===== config.mk =====
export PLATFORM = sky130hd
export DESIGN_NAME = mul_div_unit
export DESIGN_NICKNAME = d
export VERILOG_FILES = /design/src/rtl/mul_div_unit.sv
export SDC_FILE = /design/constraint.sdc
export NUM_CORES = 1
export LEC_CHECK = 0
export CORE_MARGIN = 1
export CORE_UTILIZATION = 55
export CTS_CLUSTER_DIAMETER = 30
export DETAILED_ROUTE_END_ITERATION = 7
export HOLD_SLACK_MARGIN = 0.05
export PLACE_DENSITY_LB_ADDON = 0.3
export SETUP_SLACK_MARGIN = 0.05
export SYNTH_ARGS = -nofsm -noshare
export SYNTH_HDL_FRONTEND = slang
export SYNTH_SLANG_ARGS = --single-unit

===== constraint.sdc =====
create_clock -name clk -period 7.9 [get_ports clk]
set_clock_uncertainty 0.1 [all_clocks]
set_input_delay 1.58 -clock clk [delete_from_list [all_inputs] [get_ports clk]]
set_output_delay 1.58 -clock clk [all_outputs]
set_load 0.005 [all_outputs]

===== src/rtl/mul_div_unit.sv =====
// Iterative multiply/divide unit owning the architectural HI/LO registers.
// Shift-add multiply and restoring divide on operand magnitudes, sign-fixed at the end.
module mul_div_unit #(
  parameter int unsigned WIDTH = 32,
  parameter int unsigned ITER  = 32
) (
  input  logic             clk,
  input  logic             rstn,
  input  logic             start,
  input  logic [1:0]       op,
  input  logic [WIDTH-1:0] operand1,
  input  logic [WIDTH-1:0] operand2,
  input  logic             we_hi,
  input  logic             we_lo,
  input  logic [WIDTH-1:0] wdata,
  output logic             busy,
  output logic             done,
  output logic [WIDTH-1:0] hi,
  output logic [WIDTH-1:0] lo
);

  typedef enum logic [1:0] {StIdle, StRun, StFinish} state_e;

  localparam logic [5:0] LastCnt = 6'(ITER - 1);

  state_e               state_q;
  logic [5:0]           cnt_q;
  logic                 is_div_q;
  logic                 neg_main_q;  // product or quotient needs negation
  logic                 neg_rem_q;
  logic                 div0_q;
  logic [WIDTH-1:0]     b_q;
  logic [WIDTH-1:0]     dividend_q;
  logic [2*WIDTH-1:0]   p_q;
  logic                 busy_q;
  logic                 done_q;
  logic [WIDTH-1:0]     hi_q;
  logic [WIDTH-1:0]     lo_q;

  logic                 sign1;
  logic                 sign2;
  logic [WIDTH-1:0]     mag1;
  logic [WIDTH-1:0]     mag2;

  assign sign1 = ~op[0] & operand1[WIDTH-1];
  assign sign2 = ~op[0] & operand2[WIDTH-1];
  assign mag1  = sign1 ? (WIDTH'(0) - operand1) : operand1;
  assign mag2  = sign2 ? (WIDTH'(0) - operand2) : operand2;

  // p_q holds {accumulator, multiplier} for multiply and {remainder, quotient} for divide.
  logic [WIDTH:0]       mul_sum;
  logic [WIDTH:0]       div_shift;
  logic [WIDTH-1:0]     div_diff;
  logic                 div_ge;
  logic [2*WIDTH-1:0]   p_step;

  always_comb begin
    mul_sum   = {1'b0, p_q[2*WIDTH-1:WIDTH]} + {1'b0, (p_q[0] ? b_q : '0)};
    div_shift = p_q[2*WIDTH-1:WIDTH-1];
    div_ge    = div_shift >= {1'b0, b_q};
    // Modular subtraction is exact whenever div_ge holds.
    div_diff  = div_shift[WIDTH-1:0] - b_q;
    p_step    = '0;
    if (!is_div_q) begin
      p_step = {mul_sum, p_q[WIDTH-1:1]};
    end else if (div_ge) begin
      p_step = {div_diff, p_q[WIDTH-2:0], 1'b1};
    end else begin
      p_step = {div_shift[WIDTH-1:0], p_q[WIDTH-2:0], 1'b0};
    end
  end

  logic [2*WIDTH-1:0]   prod;
  logic [WIDTH-1:0]     res_hi;
  logic [WIDTH-1:0]     res_lo;

  always_comb begin
    prod   = '0;
    res_hi = '0;
    res_lo = '0;
    if (!is_div_q) begin
      prod   = neg_main_q ? ('0 - p_q) : p_q;
      res_hi = prod[2*WIDTH-1:WIDTH];
      res_lo = prod[WIDTH-1:0];
    end else if (div0_q) begin
      res_hi = dividend_q;
      res_lo = '1;
    end else begin
      res_lo = neg_main_q ? (WIDTH'(0) - p_q[WIDTH-1:0]) : p_q[WIDTH-1:0];
      res_hi = neg_rem_q ? (WIDTH'(0) - p_q[2*WIDTH-1:WIDTH]) : p_q[2*WIDTH-1:WIDTH];
    end
  end

  always_ff @(posedge clk or negedge rstn) begin
    if (!rstn) begin
      state_q    <= StIdle;
      cnt_q      <= '0;
      is_div_q   <= 1'b0;
      neg_main_q <= 1'b0;
      neg_rem_q  <= 1'b0;
      div0_q     <= 1'b0;
      b_q        <= '0;
      dividend_q <= '0;
      p_q        <= '0;
      busy_q     <= 1'b0;
      done_q     <= 1'b0;
      hi_q       <= '0;
      lo_q       <= '0;
    end else begin
      done_q <= 1'b0;
      case (state_q)
        StIdle: begin
          if (start) begin
            is_div_q   <= op[1];
            neg_main_q <= sign1 ^ sign2;
            neg_rem_q  <= sign1;
            div0_q     <= op[1] & (operand2 == '0);
            dividend_q <= operand1;
            cnt_q      <= '0;
            busy_q     <= 1'b1;
            state_q    <= StRun;
            if (op[1]) begin
              p_q <= {{WIDTH{1'b0}}, mag1};
              b_q <= mag2;
            end else begin
              p_q <= {{WIDTH{1'b0}}, mag2};
              b_q <= mag1;
            end
          end else begin
            if (we_hi) hi_q <= wdata;
            if (we_lo) lo_q <= wdata;
          end
        end
        StRun: begin
          p_q   <= p_step;
          cnt_q <= cnt_q + 6'd1;
          if (cnt_q >= LastCnt) state_q <= StFinish;
        end
        StFinish: begin
          hi_q    <= res_hi;
          lo_q    <= res_lo;
          busy_q  <= 1'b0;
          done_q  <= 1'b1;
          state_q <= StIdle;
        end
        default: state_q <= StIdle;
      endcase
    end
  end

  assign busy = busy_q;
  assign done = done_q;
  assign hi   = hi_q;
  assign lo   = lo_q;

endmodule

Word-level counts from Yosys, hierarchy flattened
Cells that the tools add are included.
- logic and storage cells: 75
- output and inout port bits: 66
- bits in registers: 206
- bits of input ports: 103
- bitwise logic cells: 5
- reductions and logical operators: 10
- equal/unequal tests: 7
- add/subtract/negate cells: 8
- magnitude comparators: 2
- multiplexer cells: 30
- operators by type and width (kind ; number):
    $mux 32 ; 15
    $mux 64 ; 4
    $pmux 32 s2 ; 2
    $pmux 64 s2 ; 1
    $sub 1x32->32 const A ; 4
    $sub 1x64->64 const A ; 1
    $add 32x32->33 ; 1
    $ge 33x32->1 ; 1
    $logic_not 32->1 ; 1
    $sub 32x32->32 ; 1
    $pmux 6 s2 ; 1
    $ne 2x2->1 const B ; 5
    $reduce_and 2->1 ; 4
    $add 6x1->6 const B ; 1
    $ge 6x5->1 const B ; 1
    $mux 6 ; 1
    $reduce_and 3->1 ; 2
    $mux 2 ; 2
    $pmux 2 s2 ; 1
    $reduce_bool 2->1 ; 2
    $and 1x1->1 ; 3
    $eq 2x1->1 const B ; 1
    $eq 2x2->1 const B ; 1
    $logic_not 2->1 ; 1
    other kinds (4) ; 5

Depth between registers and ports, before layout
- word-level depth: 6
- mapped depth: 14
- gate-level depth less buffers: 13

Least setup slack after synthesis
No wires, ideal clock.
- path type: input port to flip-flop
- from: input port operand2[17]
- to: register p_q[29]
- required time: 7696 ps
- path slack: 4021 ps
- data arrival time: 3675 ps
- stages on the path: 8
- library setup time: 104 ps
- buffers on the path: 0
- path through: nor4_1 nand4_1 nor4_1 nand2_1 o41ai_1 xnor2_1 o21ai_0 a221oi_1
- longest elaborated chain between the ends: 5
- RTL lines (what ; RTL line ; RTL):
    from (decl) ; 12 ; input logic [WIDTH-1:0] operand2,
    $sub 1x32->32 ; 48 ; assign mag2 = sign2 ? (WIDTH'(0) - operand2) : operand2;
    $mux 32 ; 48 ;
    $mux 32 ; 122 ; if (op[1]) begin
    $mux 64 ; 113 ; if (start) begin
    $pmux 64 s2 ; 111 ; case (state_q)
    to (signal assigned) ; 123 ; p_q <= {{WIDTH{1'b0}}, mag1};
    to (signal assigned) ; 126 ; p_q <= {{WIDTH{1'b0}}, mag2};
    to (signal assigned) ; 135 ; p_q <= p_step;
    to (decl) ; 34 ; logic [2*WIDTH-1:0] p_q;
No other way between the ends. The select of a mux whose other input is x is not followed.
A chain may end at the register's enable or synchronous reset.

Worst setup path in the final report
- from: input port operand1[0]
- to: register p_q[22]
- longest elaborated chain between the ends: 5
- RTL lines (what ; RTL line ; RTL):
    from (decl) ; 11 ; input logic [WIDTH-1:0] operand1,
    $sub 1x32->32 ; 47 ; assign mag1 = sign1 ? (WIDTH'(0) - operand1) : operand1;
    $mux 32 ; 47 ;
    $mux 32 ; 122 ;
    $mux 64 ; 113 ;
    $pmux 64 s2 ; 111 ;
No other way between the ends. The select of a mux whose other input is x is not followed.

==> run metrics <==
Hold WC Path Type flop to flop; vias in the first global route 16877; Root Driver clkbuf_16; WP depth 12; Flop pwr share 22.4%; Max-cap violations 0; worst-margin pin slew 1.11 ns; commonest non-fill, non-tap cell in the layout nand2_1; unrepaired setup endpoints after global routing no; CTS H-tree lvls 2; Sum Neg Setup Slack 0 ns; kind of critical path primary input to flop; GRT overflow 0; syn_nets 2415; port bufs 168; R2R Path Start p_q[0]; Die W 178 um; worst reg-to-reg path cell count 13; Critical Path RT 8.19 ns; post-route minimum period 4.81 ns; Core Util, Final 67.3%; final worst setup slack 3.09 ns; P_leak 8.59 nW; setup bufs post-CTS 0; Die H 178 um; sequential fraction of the synthesis area 30.2%; Pre-Repair DR Iteration Count 6; Fmax 208 MHz; hpwl dp 46100 um; Post-Syn Instances 2241; WHS Path Cells 2; 1st-iter DRT viols 2508; Max rail drop VDD 0.250 mV; Avg WL per Cell 22.6 um; DRC viols 0; Clock Pin Slew Worst Setup and Hold Paths 0.05 ns; total track usage 39.0%; layout cell share with drive strength beyond 1 5.59%; CTS resizes 0; hold_buf cts 0; via/cell ratio 6.63; Placed Instances 2672; CTS Buffer Depth 3; Post-DP Area 18900 um2; Final Hold Viols 0; GP Congestion 1.03; row cnt 64; syn_area_per_cell 7.62 um2; clock sink count 206; post-route ant nets 0; critical path peak fanout 4; Antenna Cells 0; status complete, no violations; top cells by area, synth dfrtp_1, nand2_1, o21ai_0, xnor2_1, a21oi_1; most frequent cells in the layout nand2_1, o21ai_0, dfrtp_1; Hold Path End dividend_q[14]; area leader, netlist dfrtp_1; CTS tree yes; internal power 5.53 mW; WL final 62400 um; final std cells w/o fill 2756; Post-synth EDFFs 0; Buf/Inv on CP 2; Placement Setup Slack 2.79 ns; register bit total from synthesis 206; largest net degree at the start of global routing 111; worst path cell trace clkdlybuf4s50_1 > inv_1 > ha_1 > nor4b_1 > nand4_1 > nor3b_1 > a21oi_1 > xor2_1 > nor2_1 > nor2_1 > a221oi_1 > a21oi_1; Max-slew headroom 25.6%; synth warn 0; Setup crit start kind primary input; dominant synthesized flop cell dfrtp_1; Max stage delay cell, worst path nor4b_1; area growth from synthesis to layout 20.5%; final slew viol count 0; Cell Pwr Density 506 nW/um2; die area 31800 um2; Crit Reg-Reg Endpoint p_q[61]; asr flop ratio synth 100%; post-synth top area share 30.2%; crit end category flop; Setup violations, final 0; Tcrit/Tclk final 60.9%; Synth Cell Area 17100 um2; nets@finish 2497; I/O pins 169; Clk Latency, worst-skew pair 0.55 ns; Top delay family on crit path simple AND/OR/NAND/NOR gates; CP peak stage delay 0.77 ns; reg-to-reg slack, setup 3.83 ns; first-pass GRT wire length 95000 um; vias 18267; area of the core 30600 um2; min-delay src dividend_q[14]; count of different cell masters after synthesis 72; Gate power share 57.4%; initial core utilization 55.8%; switch share 47.0%; switching power 4.90 mW; post-route cell area 20600 um2; CTS buffer count 45; Clk network pwr share 20.2%; Power Total 10.4 mW; initial antenna violation count 0; Hold Slack 0.378 ns; CP Data Arrival Time 5.11 ns
-- power groups by stage --
stage	clock network, mW	logic [mW]	registers [mW]
after global routing	2.17	6.53	2.38
final	2.11	5.98	2.34
after detailed placement	0	5.77	2.30
after floorplan	0	4.28	1.94
after CTS	2.11	5.83	2.29
after global placement	0	5.61	2.27
-- worst reg2reg max path: cells and delay by family (launching register included) --
family                   cells  cell delay [ns]
AND/OR/NAND/NOR              2             0.39
AO/OA/AOI/OAI                7             2.14
adder cells (fa/ha/maj)      2             0.63
flip-flops                   1             0.35
buffers and inverters        2             0.33
-- logic make-up after synthesis --
group           synth area share [%]
compound gates                  26.4
fa+ha+maj                       5.29
flops                           30.2
simple gates                    20.4
buf+inv                         5.21
xor+xnor                        9.18
mux                             3.30
-- cells in the mapped netlist (9+ instances only) --
cell      count
nand2_1     335
o21ai_0     227
dfrtp_1     206
a21oi_1     174
nor2_1      169
clkbuf_1    135
xnor2_1     106
inv_1        78
xor2_1       73
ha_1         69
mux2i_1      53
nand3_1      49
nor3_1       47
o211ai_1     45
o22ai_1      37
a211oi_1     34
a21o_1       32
o31ai_1      24
or3_1        24
a22oi_1      23
and3_1       20
nor2b_1      20
o21ai_1      20
nand2b_1     19
buf_1        18
nor4_1       16
a31oi_1      15
o21a_1       14
a221oi_1     12
nand4_1      12
o41ai_1      11
a222oi_1      9
-- metal layers --
metal | share of wire [%] | track usage (%) | up-vias
met1 | 39 | 52.9 | 8518
met5 | 0 | 0 | -
li1 | - | - | 8231
met3 | 12 | 8.74 | 251
met2 | 42 | 57.0 | 1267
met4 | 6.6 | 23.0 | 0
-- sequential cells by signal (all words and copies together), names as in the netlist --
name        count
p_q            64
b_q            32
dividend_q     32
hi             32
lo             32
cnt_q           6
state_q         2
busy            1
div0_q          1
done            1
is_div_q        1
neg_main_q      1
neg_rem_q       1
-- worst max path at each step --
stage	startpoint	end
detailed placement	operand1[0]	p_q[22]
global route	operand1[0]	p_q[22]
floorplan	operand2[17]	p_q[29]
CTS	operand1[0]	p_q[22]
finish	operand1[0]	p_q[22]
global placement	operand1[0]	p_q[22]
-- cell type report --
cell class,instances,area [um2]
repair buffers,192,1860
flip-flops and latches,206,5160
fillers,2480,10000
clock inverters,31,499
clock buffers,53,1210
multi-input cells,1800,11100
inverters,78,293
well taps,396,495
No activity file was read; power rests on OpenSTA's default activity.
